`config.mk`:
```
export PLATFORM = sky130hd
export DESIGN_NAME = mult16_serial_ctrl_flat
export DESIGN_NICKNAME = d
export VERILOG_FILES = /design/src/rtl/mult16_serial_ctrl_if.sv /design/src/rtl/mult16_serial_ctrl.sv /design/src/flat_wrapper.sv
export SDC_FILE = /design/constraint.sdc
export NUM_CORES = 1
export LEC_CHECK = 0
export CORE_MARGIN = 5
export CORE_UTILIZATION = 55
export CTS_CLUSTER_SIZE = 25
export DETAILED_ROUTE_END_ITERATION = 7
export PLACE_DENSITY = 0.84
export SYNTH_ARGS = -nofsm -noshare
export SYNTH_HDL_FRONTEND = slang
export SYNTH_SLANG_ARGS = --single-unit
```
`constraint.sdc`:
```
create_clock -name clock -period 6.5 [get_ports clock]
set_clock_uncertainty 0.15 [all_clocks]
set_input_delay 0.65 -clock clock [delete_from_list [all_inputs] [get_ports clock]]
set_output_delay 0.65 -clock clock [all_outputs]
set_load 0.01 [all_outputs]
```
`src/rtl/mult16_serial_ctrl_if.sv`:
```
// mult16_serial_ctrl_if: operand and product handshake bundle for the serial multiplier controller.
interface mult16_serial_ctrl_if #(parameter int WIDTH = 16);
    logic                 in_valid;
    logic                 in_ready;
    logic [WIDTH-1:0]     in_a;
    logic [WIDTH-1:0]     in_b;
    logic                 out_valid;
    logic                 out_ready;
    logic [2*WIDTH-1:0]   out_product;
    logic                 busy;
    modport master(output in_valid, in_a, in_b, out_ready, input in_ready, out_valid, out_product, busy);
    modport slave(input in_valid, in_a, in_b, out_ready, output in_ready, out_valid, out_product, busy);
endinterface

```
`src/rtl/mult16_serial_ctrl.sv`:
```
// mult16_serial_ctrl: feeds a 16-bit serial shift-add multiplier core, collects its LSB-first product
// and zero-flushes the core after reset since the core itself has no reset.
module mult16_serial_ctrl #(
    parameter int WIDTH       = 16,
    parameter int INIT_CYCLES = 32
) (
    input  logic             clock,
    input  logic             reset,
    mult16_serial_ctrl_if.slave bus,
    output logic [WIDTH-1:0] mc_bits,
    output logic             mb_bit,
    input  logic             prod_bit
);
    localparam int PW = 2 * WIDTH;
    localparam int CW = $clog2(INIT_CYCLES > PW ? INIT_CYCLES : PW);
    typedef enum logic [1:0] {INIT, IDLE, RUN, DONE} state_t;
    state_t          state, nxt;
    logic [CW-1:0]   count, count_nxt;
    logic [WIDTH-1:0] a_r, b_sh;
    logic [PW-1:0]   sr;
    logic            run_q, fire, take;
    assign fire = bus.in_valid & bus.in_ready;
    assign take = bus.out_valid & bus.out_ready;
    always_comb begin
        nxt       = state;
        count_nxt = count + 1'b1;
        case (state)
            INIT: if (count == CW'(INIT_CYCLES - 1)) begin
                nxt       = IDLE;
                count_nxt = '0;
            end
            IDLE: begin
                count_nxt = '0;
                nxt       = fire ? RUN : IDLE;
            end
            RUN: if (count == CW'(PW - 1)) begin
                nxt       = DONE;
                count_nxt = '0;
            end
            DONE: begin
                count_nxt = '0;
                nxt       = take ? IDLE : DONE;
            end
            default: nxt = INIT;
        endcase
    end
    // Core inputs lag the state by one edge, so prod_bit is sampled one edge after run_q rises
    always_ff @(posedge clock or posedge reset) begin
        if (reset) begin
            state           <= INIT;
            count           <= '0;
            bus.in_ready    <= 1'b0;
            bus.out_valid   <= 1'b0;
            bus.out_product <= '0;
            bus.busy        <= 1'b1;
            mc_bits         <= '0;
            mb_bit          <= 1'b0;
            run_q           <= 1'b0;
            a_r             <= '0;
            b_sh            <= '0;
            sr              <= '0;
        end else begin
            state        <= nxt;
            count        <= count_nxt;
            bus.in_ready <= nxt == IDLE;
            bus.busy     <= nxt == INIT || nxt == RUN;
            run_q        <= state == RUN;
            mc_bits      <= state == RUN ? a_r : '0;
            mb_bit       <= state == RUN && b_sh[0];
            if (fire) begin
                a_r  <= bus.in_a;
                b_sh <= bus.in_b;
            end else if (state == RUN) begin
                b_sh <= b_sh >> 1;
            end
            if (run_q)
                sr <= {prod_bit, sr[PW-1:1]};
            if (run_q && state == DONE) begin
                bus.out_product <= {prod_bit, sr[PW-1:1]};
                bus.out_valid   <= 1'b1;
            end else if (take) begin
                bus.out_valid <= 1'b0;
            end
        end
    end
endmodule
```
`src/flat_wrapper.sv`:
```
// flat-port wrapper written by rule: the top's interface ports become plain ports
module mult16_serial_ctrl_flat 
#(
    parameter int WIDTH       = 16,
    parameter int INIT_CYCLES = 32
)
  (clock, reset, mc_bits, mb_bit, prod_bit, bus_in_valid, bus_in_a, bus_in_b, bus_out_ready, bus_in_ready, bus_out_valid, bus_out_product, bus_busy);
  mult16_serial_ctrl_if #(.WIDTH(WIDTH)) bus_i ();
  input  logic clock;
  input  logic reset;
  output logic [WIDTH-1:0] mc_bits;
  output logic mb_bit;
  input  logic prod_bit;
  input wire logic [$bits(bus_i.in_valid)-1:0] bus_in_valid;
  input wire logic [$bits(bus_i.in_a)-1:0] bus_in_a;
  input wire logic [$bits(bus_i.in_b)-1:0] bus_in_b;
  input wire logic [$bits(bus_i.out_ready)-1:0] bus_out_ready;
  output wire logic [$bits(bus_i.in_ready)-1:0] bus_in_ready;
  output wire logic [$bits(bus_i.out_valid)-1:0] bus_out_valid;
  output wire logic [$bits(bus_i.out_product)-1:0] bus_out_product;
  output wire logic [$bits(bus_i.busy)-1:0] bus_busy;
  assign bus_i.in_valid = bus_in_valid;
  assign bus_i.in_a = bus_in_a;
  assign bus_i.in_b = bus_in_b;
  assign bus_i.out_ready = bus_out_ready;
  assign bus_in_ready = bus_i.in_ready;
  assign bus_out_valid = bus_i.out_valid;
  assign bus_out_product = bus_i.out_product;
  assign bus_busy = bus_i.busy;
  mult16_serial_ctrl #(.WIDTH(WIDTH), .INIT_CYCLES(INIT_CYCLES)) u_core (.clock(clock), .reset(reset), .bus(bus_i), .mc_bits(mc_bits), .mb_bit(mb_bit), .prod_bit(prod_bit));
endmodule
```
==> results of run 1 <==
==> worst max path at each step <==
stage	slack (ps)	end	from
detailed placement	3870	u_core.mc_bits[15]	reset
floorplan	2430	u_core.a_r[0]	reset
global route	4100	bus_in_ready	u_core.bus.in_ready
CTS	4130	bus_in_ready	u_core.bus.in_ready
finish	4150	bus_in_ready	u_core.bus.in_ready
global placement	3920	u_core.a_r[8]	reset
==> placed cells by master, fill, tap and decap left out, types with 2 or more instances in the layout <==
cell / n
nand3_1: 3
mux2_2: 79
clkbuf_16: 16
dfrtp_1: 122
buf_4: 3
clkinv_2: 5
a21oi_1: 18
ha_1: 2
o21ai_0: 3
clkbuf_1: 4
inv_1: 3
clkbuf_8: 4
mux2i_1: 15
and2_1: 17
bufinv_16: 3
clkdlybuf4s50_1: 88
nor2_1: 19
==> cell families after synthesis <==
| family | Yosys count | share of synthesized area [%] |
|---|---|---|
| multiplexers | 94 | 22.4 |
| flip-flops | 123 | 66.4 |
| AND/OR/NAND/NOR | 46 | 5.18 |
| XOR/XNOR | 2 | 0.378 |
| adder cells (fa/ha/maj) | 2 | 0.540 |
| buffers and inverters | 20 | 2.56 |
| AO/OA/AOI/OAI | 22 | 2.48 |
==> layer usage <==
metal / up-vias / share of wire, % / GRT usage, %
met5: - / 0 / 0
met4: 0 / 0.63 / 6.24
met3: 6 / 7.0 / 7.02
met2: 86 / 50 / 29.1
met1: 1339 / 43 / 23.6
li1: 1258 / - / -
==> sequential cells by signal, summed over array words and instances (netlist names) <==
| signal | count |
|---|---|
| u_core.state | 2 |
| u_core.bus.out_valid | 1 |
| u_core.a_r | 16 |
| u_core.sr | 31 |
| u_core.count | 5 |
| u_core.bus.out_product | 32 |
| u_core.mc_bits | 16 |
| u_core.mb_bit | 1 |
| u_core.b_sh | 16 |
| u_core.run_q | 1 |
| u_core.bus.busy | 1 |
| u_core.bus.in_ready | 1 |
==> where the power goes <==
group | leakage, nW | switching (mW) | internal (mW)
logic | 1.01 | 0.265 | 0.348
clock network | 0.293 | 0.305 | 0.611
registers | 1.59 | 0.116 | 0.971
==> stage by stage <==
step	setup slack [ps]	hold slack, ps
after floorplan	2430	283
after global placement	3920	298
after detailed placement	3870	315
after CTS	4130	322
after global routing	4100	340
final	4150	319
==> area by class of cell <==
| class | count | area [µm²] |
|---|---|---|
| Sequential cell | 123 | 3080 |
| Fill cell | 505 | 2060 |
| Multi-Input combinational cell | 166 | 1440 |
| Timing Repair Buffer | 91 | 903 |
| Clock buffer | 24 | 470 |
| Tap cell | 105 | 131 |
| Clock inverter | 8 | 115 |
| Inverter | 4 | 17.5 |
==> run metrics, run 1 <==
status complete, no violations; final net count 442; worst hold path type reg -> reg; CTS H-tree depth 4; Ports 89; TritonRoute pass-1 iters 4; Overflow after GRT 0; number of cells on the critical path 1; Fmax roughly 430 MHz; Worst Hold Launch u_core.count[0]; Die Y 102 µm; DR iter-0 viols 65; die width 102 µm; Root Driver clkbuf_8; Yosys reg bits 123; minimum clock period between 2000 and 2500 ps; die area 0.0104 mm²; first-pass GRT wire length about 15,000 µm; placed insts around 490; leakage power 2.90 nW; TNS Setup 0 ps; Port Buf Inserts 88; cells along the critical path clkdlybuf4s50_1; clock sink total 123; Rows 33; mapped cell area around 0.0046 mm²; YS warnings 0; Buffers & Inverters on Critical Path 1; final non-filler cell total 521; Critical R2R Launch u_core.run_q; Total Routing Usage GR between 10% and 20%; vias in the first global route approximately 2,900; CTS tree done; largest net degree at the start of global routing 66; R2R setup slack 4230 ps; PD cells 425 mW/mm²; Largest delay share family, worst path buffers and inverters; WL/cell 16.2 µm; post-route cell area 0.00615 mm²; DRC viols 0; CP max FO 5; final core utilization 74.9%; via count of the routed design 2,689; Mapped Cells around 300; Initial Utilization between 50 and 60%; routability cong. 0.757; RSZ-0062 raised after global routing no; CP Data Required Time 5700 ps; Final period util a little over a third; diode count 0; area grow syn2layout 32.8%; CTS hold repair buffers 0; routed wire length 8420 µm; most frequent cells after synthesis dfrtp_1 (122), mux2_2 (79), nor2_1 (19), a21oi_1 (18), and2_1 (17); sequential area share after synthesis about 66%; Antenna Nets Post-Route 0; final setup violation count 0; Reg clk slew, reported paths 50 ps; max_cap viols 0; cell type with the largest total area after synthesis dfrtp_1; top-area cell type share of the netlist area 65.9%; core area 0.00822 mm²; clk buf depth 2; async set or reset register ratio after synthesis 100%; initial antenna violation count 0; Critical Path AT 1550 ps; VDD IR max 0.000237 V; FF-to-FF End u_core.bus.out_product[27]; HPWL Detailed 5380 µm; Startpoint Class flop; Clock Latency Late Sink 500 ps; count leader, synth dfrtp_1; r2r worst-path depth 3; share of layout cells above drive strength 1 ~28%; Vias/cell just over 5; final max-slew violation count 0; Avg Cell Area, Syn 15.0 µm²; total CTS buffers 17; Power, Total 2.62 mW; final hold violation count 0; Setup Crit Path Kind reg -> out; post-synth cell types 26; Syn Nets 348; CP peak stage delay slightly below 600 ps; WHS Path Cells 1; crit end category output pin; Max stage delay cell, worst path clkdlybuf4s50_1; top post-synthesis cells by area dfrtp_1 (66%), mux2_2 (19%), mux2i_1 (3.2%); Post-synth EDFFs 0; placed cell area 0.00557 mm²; Post-CTS Setup Inserts 0; Rel. slew slack ~44%; Hold Path End u_core.count[0]; Post-CTS Resized 0; Top FF cell, synth dfrtp_1; Slew @ Worst Pin between 800 and 900 ps
Power figures use the tool's default switching activity.
==> inputs of run 2 (changes only) <==
CORE_UTILIZATION = 51   (was 55)
PLACE_DENSITY = 0.79   (was 0.84)
clock period = 2.4 ns   (was 6.5 ns; I/O delays follow)
==> run metrics, run 2 (synthesized netlist as in run 1, its figures left out) <==
routed wire length 8180 µm (-2.9%); max_cap viols 0 (unchanged); Vias/cell 5.02 (-2.7%); RSZ-0062 raised after global routing no; Rel. slew slack 54.2% (+11 points); FF-to-FF End u_core.bus.in_ready; final setup violation count 0 (unchanged); final net count 447 (+1.1%); top flop regs u_core.bus.out_product: 32 flops, u_core.sr: 31 flops; DRC viols 0 (unchanged); die width 105 µm (+3.5%); Ports 89 (unchanged); largest net degree at the start of global routing 44 (-33%); Setup Crit Path Kind reg -> out; Critical Path AT 1530 ps (-20 ps); VDD IR max 0.000784 V (+230%); Clock Latency Late Sink 500 ps (about the same); CP peak stage delay 530 ps (-60 ps); vias in the first global route 2,885 (-1.3%); core area 0.00881 mm² (+7.2%); clk buf depth 2 (unchanged); Buffers & Inverters on Critical Path 1 (unchanged); initial antenna violation count 0 (unchanged); Post-CTS Setup Inserts 0 (unchanged); Startpoint Class flop; Rows 34 (+3.0%); R2R setup slack 620 ps (-3610 ps); cells along the critical path clkdlybuf4s50_1; Post-CTS Resized 0 (unchanged); number of fill cells 629 (+25%); minimum clock period ~1900 ps; diode count 0 (unchanged); area grow syn2layout 34.5%; HPWL Detailed 5490 µm (+2.0%); final max-slew violation count 0 (unchanged); r2r worst-path depth 6 (+3); worst hold path type in -> async; routability cong. 0.753 (-0.58%); TNS Setup 0 ps (unchanged); leakage power 2.90 nW (+0.20%); crit end category output pin; status complete, no violations; share of layout cells above drive strength 1 29.5% (+1.6 points); Root Driver clkbuf_8; PD cells 1130 mW/mm² (+170%); CP Data Required Time 2010 ps (-3690 ps); TritonRoute pass-1 iters 4 (unchanged); CP max FO 1 (-4); most common library cell in the layout ignoring fill and taps dfrtp_1; Final period util 80.0%; CTS H-tree depth 4 (unchanged); via count of the routed design 2,657 (-1.2%); Reg clk slew, reported paths 60 ps (about the same); WL/cell 15.5 µm (-4.3%); final hold violation count 0 (unchanged); CTS hold repair buffers 0 (unchanged); Reg with most FFs u_core.bus.out_product; Largest delay share family, worst path buffers and inverters; Initial Utilization 52.6% (-3.8 points); clock sink total 123 (unchanged); Die Y 105 µm (+3.5%); Port Buf Inserts 88 (unchanged); DR iter-0 viols 49 (-25%); first-pass GRT wire length 14,000 µm (-4.2%); Critical R2R Launch u_core.count[0]; final hold slack 56.5 ps (-263 ps); Fmax 521 MHz; most frequent cells in the layout dfrtp_1 (122), clkdlybuf4s50_1 (88), mux2_2 (79); total CTS buffers 17 (unchanged); max FFs per register 32 (unchanged); Total Routing Usage GR 15.7% (-2.7 points); Overflow after GRT 0 (unchanged); Slew @ Worst Pin 686 ps (-160 ps); CTS tree done; die area 0.0111 mm² (+7.1%); Max stage delay cell, worst path clkdlybuf4s50_1; Antenna Nets Post-Route 0 (unchanged)
[run 2: cell types whose count changed in the layout (fill, tap and decap cells not counted)]
cell	delta
clkinvlp_4	+7
clkinv_2	-5
buf_12	+3
clkbuf_1	-3
buf_4	+2
clkinv_4	+2
inv_6	+2
bufinv_16	-1
clkbuf_8	-1
inv_4	-1
[run 2: how the worst max path moves through the flow]
stage                    startpoint        endpoint  slack, ps  depth (start not counted)
finish              u_core.bus.busy        bus_busy        480                          1
global route        u_core.bus.busy        bus_busy        430                          1
CTS                 u_core.bus.busy        bus_busy        450                          1
detailed placement     bus_in_valid  u_core.b_sh[2]        510                          5
global placement       bus_in_valid  u_core.b_sh[8]        570                          5
floorplan                     reset   u_core.a_r[0]        500                          1
[run 2: per-stage QoR]
step / setup WS, ps / util (%) / area [µm²] / cells / total power, mW
after floorplan: 500 / - / 4640 / 309 / 4.03
after global placement: 567 / 64.2 / 5650 / 497 / 4.58
after detailed placement: 514 / 64.2 / 5650 / 497 / 4.66
after CTS: 447 / 70.8 / 6230 / 529 / 7.13
after global routing: 432 / 70.8 / 6230 / 529 / 7.42
final: 481 / 70.8 / 6230 / 529 / 7.05
[run 2: power by group]
group          switching, mW  leakage [nW]  internal, mW
registers              0.294          1.59          2.63
logic                  0.717          1.05         0.972
clock network          0.901         0.266          1.54
[run 2: metal layers]
| layer | up-vias | GRT usage [%] | routed length, µm |
|---|---|---|---|
| li1 | 1268 | - | - |
| met2 | 87 | 25.5 | 3890 |
| met1 | 1298 | 19.7 | 3640 |
| met3 | 4 | 6.54 | 607 |
| met4 | 0 | 4.22 | 33 |
| met5 | - | 0 | 0 |
[run 2: cell type report]
cell class              count  area [µm²]  area share, %
multi-input cells         166        1440           23.1
inverters                   4        18.8          0.301
well taps                 108         135           2.17
clock inverters            12         140           2.25
flip-flops and latches    123        3080           49.4
repair buffers             96         978           15.7
clock buffers              20         445           7.14
==> RTL change: new RTL, flow settings as in run 2 <==
`INIT_CYCLES` is set to 32 in 2 places; all go to 16.
--- a/src/rtl/mult16_serial_ctrl.sv
+++ b/src/rtl/mult16_serial_ctrl.sv
@@ -4,3 +4,3 @@
     parameter int WIDTH       = 16,
-    parameter int INIT_CYCLES = 32
+    parameter int INIT_CYCLES = 16
 ) (
--- a/src/flat_wrapper.sv
+++ b/src/flat_wrapper.sv
@@ -4,3 +4,3 @@
     parameter int WIDTH       = 16,
-    parameter int INIT_CYCLES = 32
+    parameter int INIT_CYCLES = 16
 )
Check against the original RTL: no difference found for any inputs over 10 cycles, from zero or initial values and one cycle with reset high; that may be too few to reach the edited logic, so the function may still have changed.
==> RTL change against run 2 <==
- global-route usage up 0.76 points
- core utilization down 2.3 points
- area after synthesis up 2.0%
- design area up 0.62%
- via count up 3.0%
- count of clock-buffer cells in the layout down 1
- register-to-register slack worse by 0.14 ns
- sequential cell count unchanged
- first-iteration DRC count up 63%
- setup slack worse by 0.054 ns
- worst hold slack better by 0.043 ns
- total power up 12%
- wire length up 5.4%
- largest cell class unchanged
==> RTL change: results <==
[outcome]
status = finished, final reports clean

[route]
wl_met3_um = 605
vias = 2737
drt_wl_total_um = 8620
route.met2.wl_um = 4140
wl_per_cell_um = 16.2
met1_length_um = 3790
drt_iter0_drc = 80

[layout]
diodes = 0
sh_seq_area = 0.491
signal_buffers = 93
multi_input_cells = 169
clk_share = 0.0953
final_nets = 450
clock_buffers = 19
fill_cells = 642
n_all_inverters = 5
multi_input_area_share = 0.238
layout-drive-gt1-share = 0.284
final-nonclk-buf-share = 0.150

[critical_path]
path_delay_family = buffers and inverters
worstPathMaxFanout = 6
worstReg2RegStart = u_core.count[0]
max_stage_delay_ns = 0.59
r2r_setup_slack_ns = 0.48

[clock_network]
cts_htree_levels = 4
clk_path_buf_depth = 2
clk_pin_slew_ns = 0.06

[synth]
synth_fp_nets = 355
synth_compound_gate_area_share = 0.0278
avgSynthCellArea_um2 = 15.1
synth.distinct_cells = 28
synthTopCellsByArea = dfrtp_1 (65%), mux2_2 (19%), mux2i_1 (3.4%)
synthAdderAreaFrac = 0.0106
synth-xor-area-share = 0.00371
synth_seq_area_share = 0.651
synth_common_cells = dfrtp_1 (122), mux2_2 (79), nor2_1 (19)
muxShareOfSynthArea = 0.222

[grt]
grt_pass1_vias = 2971
grt_pass1_wl_um = 14400
gr-usage-all-layers = 0.165
grt_max_degree = 124

[floorplanning]
n_tap_cell = 111

[timing]
worst_hold_slack_ns = 0.0995
relSlewSlack = 0.576

[power]
peakVddDrop_v = 0.000791
leakage_uw = 0.00290
power.density_nw_per_um2 = 1260

[placed_design]
gp_routability_congestion = 0.749
pre_cts_ws_ns = 0.468
dp.final_hpwl_um = 5460
place_area_um2 = 5680
==> RTL change: how the worst max path moves through the flow <==
stage	slack, ns	from	end
2_1_floorplan	0.50	reset	u_core.a_r[0]
3_3_place_gp	0.55	bus_in_valid	u_core.b_sh[14]
3_5_place_dp	0.47	bus_in_valid	u_core.b_sh[5]
4_1_cts	0.41	u_core.bus.in_ready	bus_in_ready
5_1_grt	0.35	u_core.bus.in_ready	bus_in_ready
6_report	0.43	u_core.bus.in_ready	bus_in_ready
==> RTL change: per-layer routing <==
metal / vias to the layer above / global-route usage
li1: 1279 / -
met1: 1367 / 0.199
met2: 81 / 0.261
met3: 10 / 0.0765
met4: 0 / 0.0583
met5: - / 0
==> RTL change: worst min-delay path, stage by stage <==
cell	delay [ns]
clkdlybuf4s50_1	0.44
clkinvlp_4	0.10
buf_12	0.46
==> RTL change: power by group <==
group	total (µW)	internal, µW	switching [µW]
Clock	2530	1610	919
Combinational	2170	1290	881
Sequential	3200	2790	405
Total	7900	5700	2210
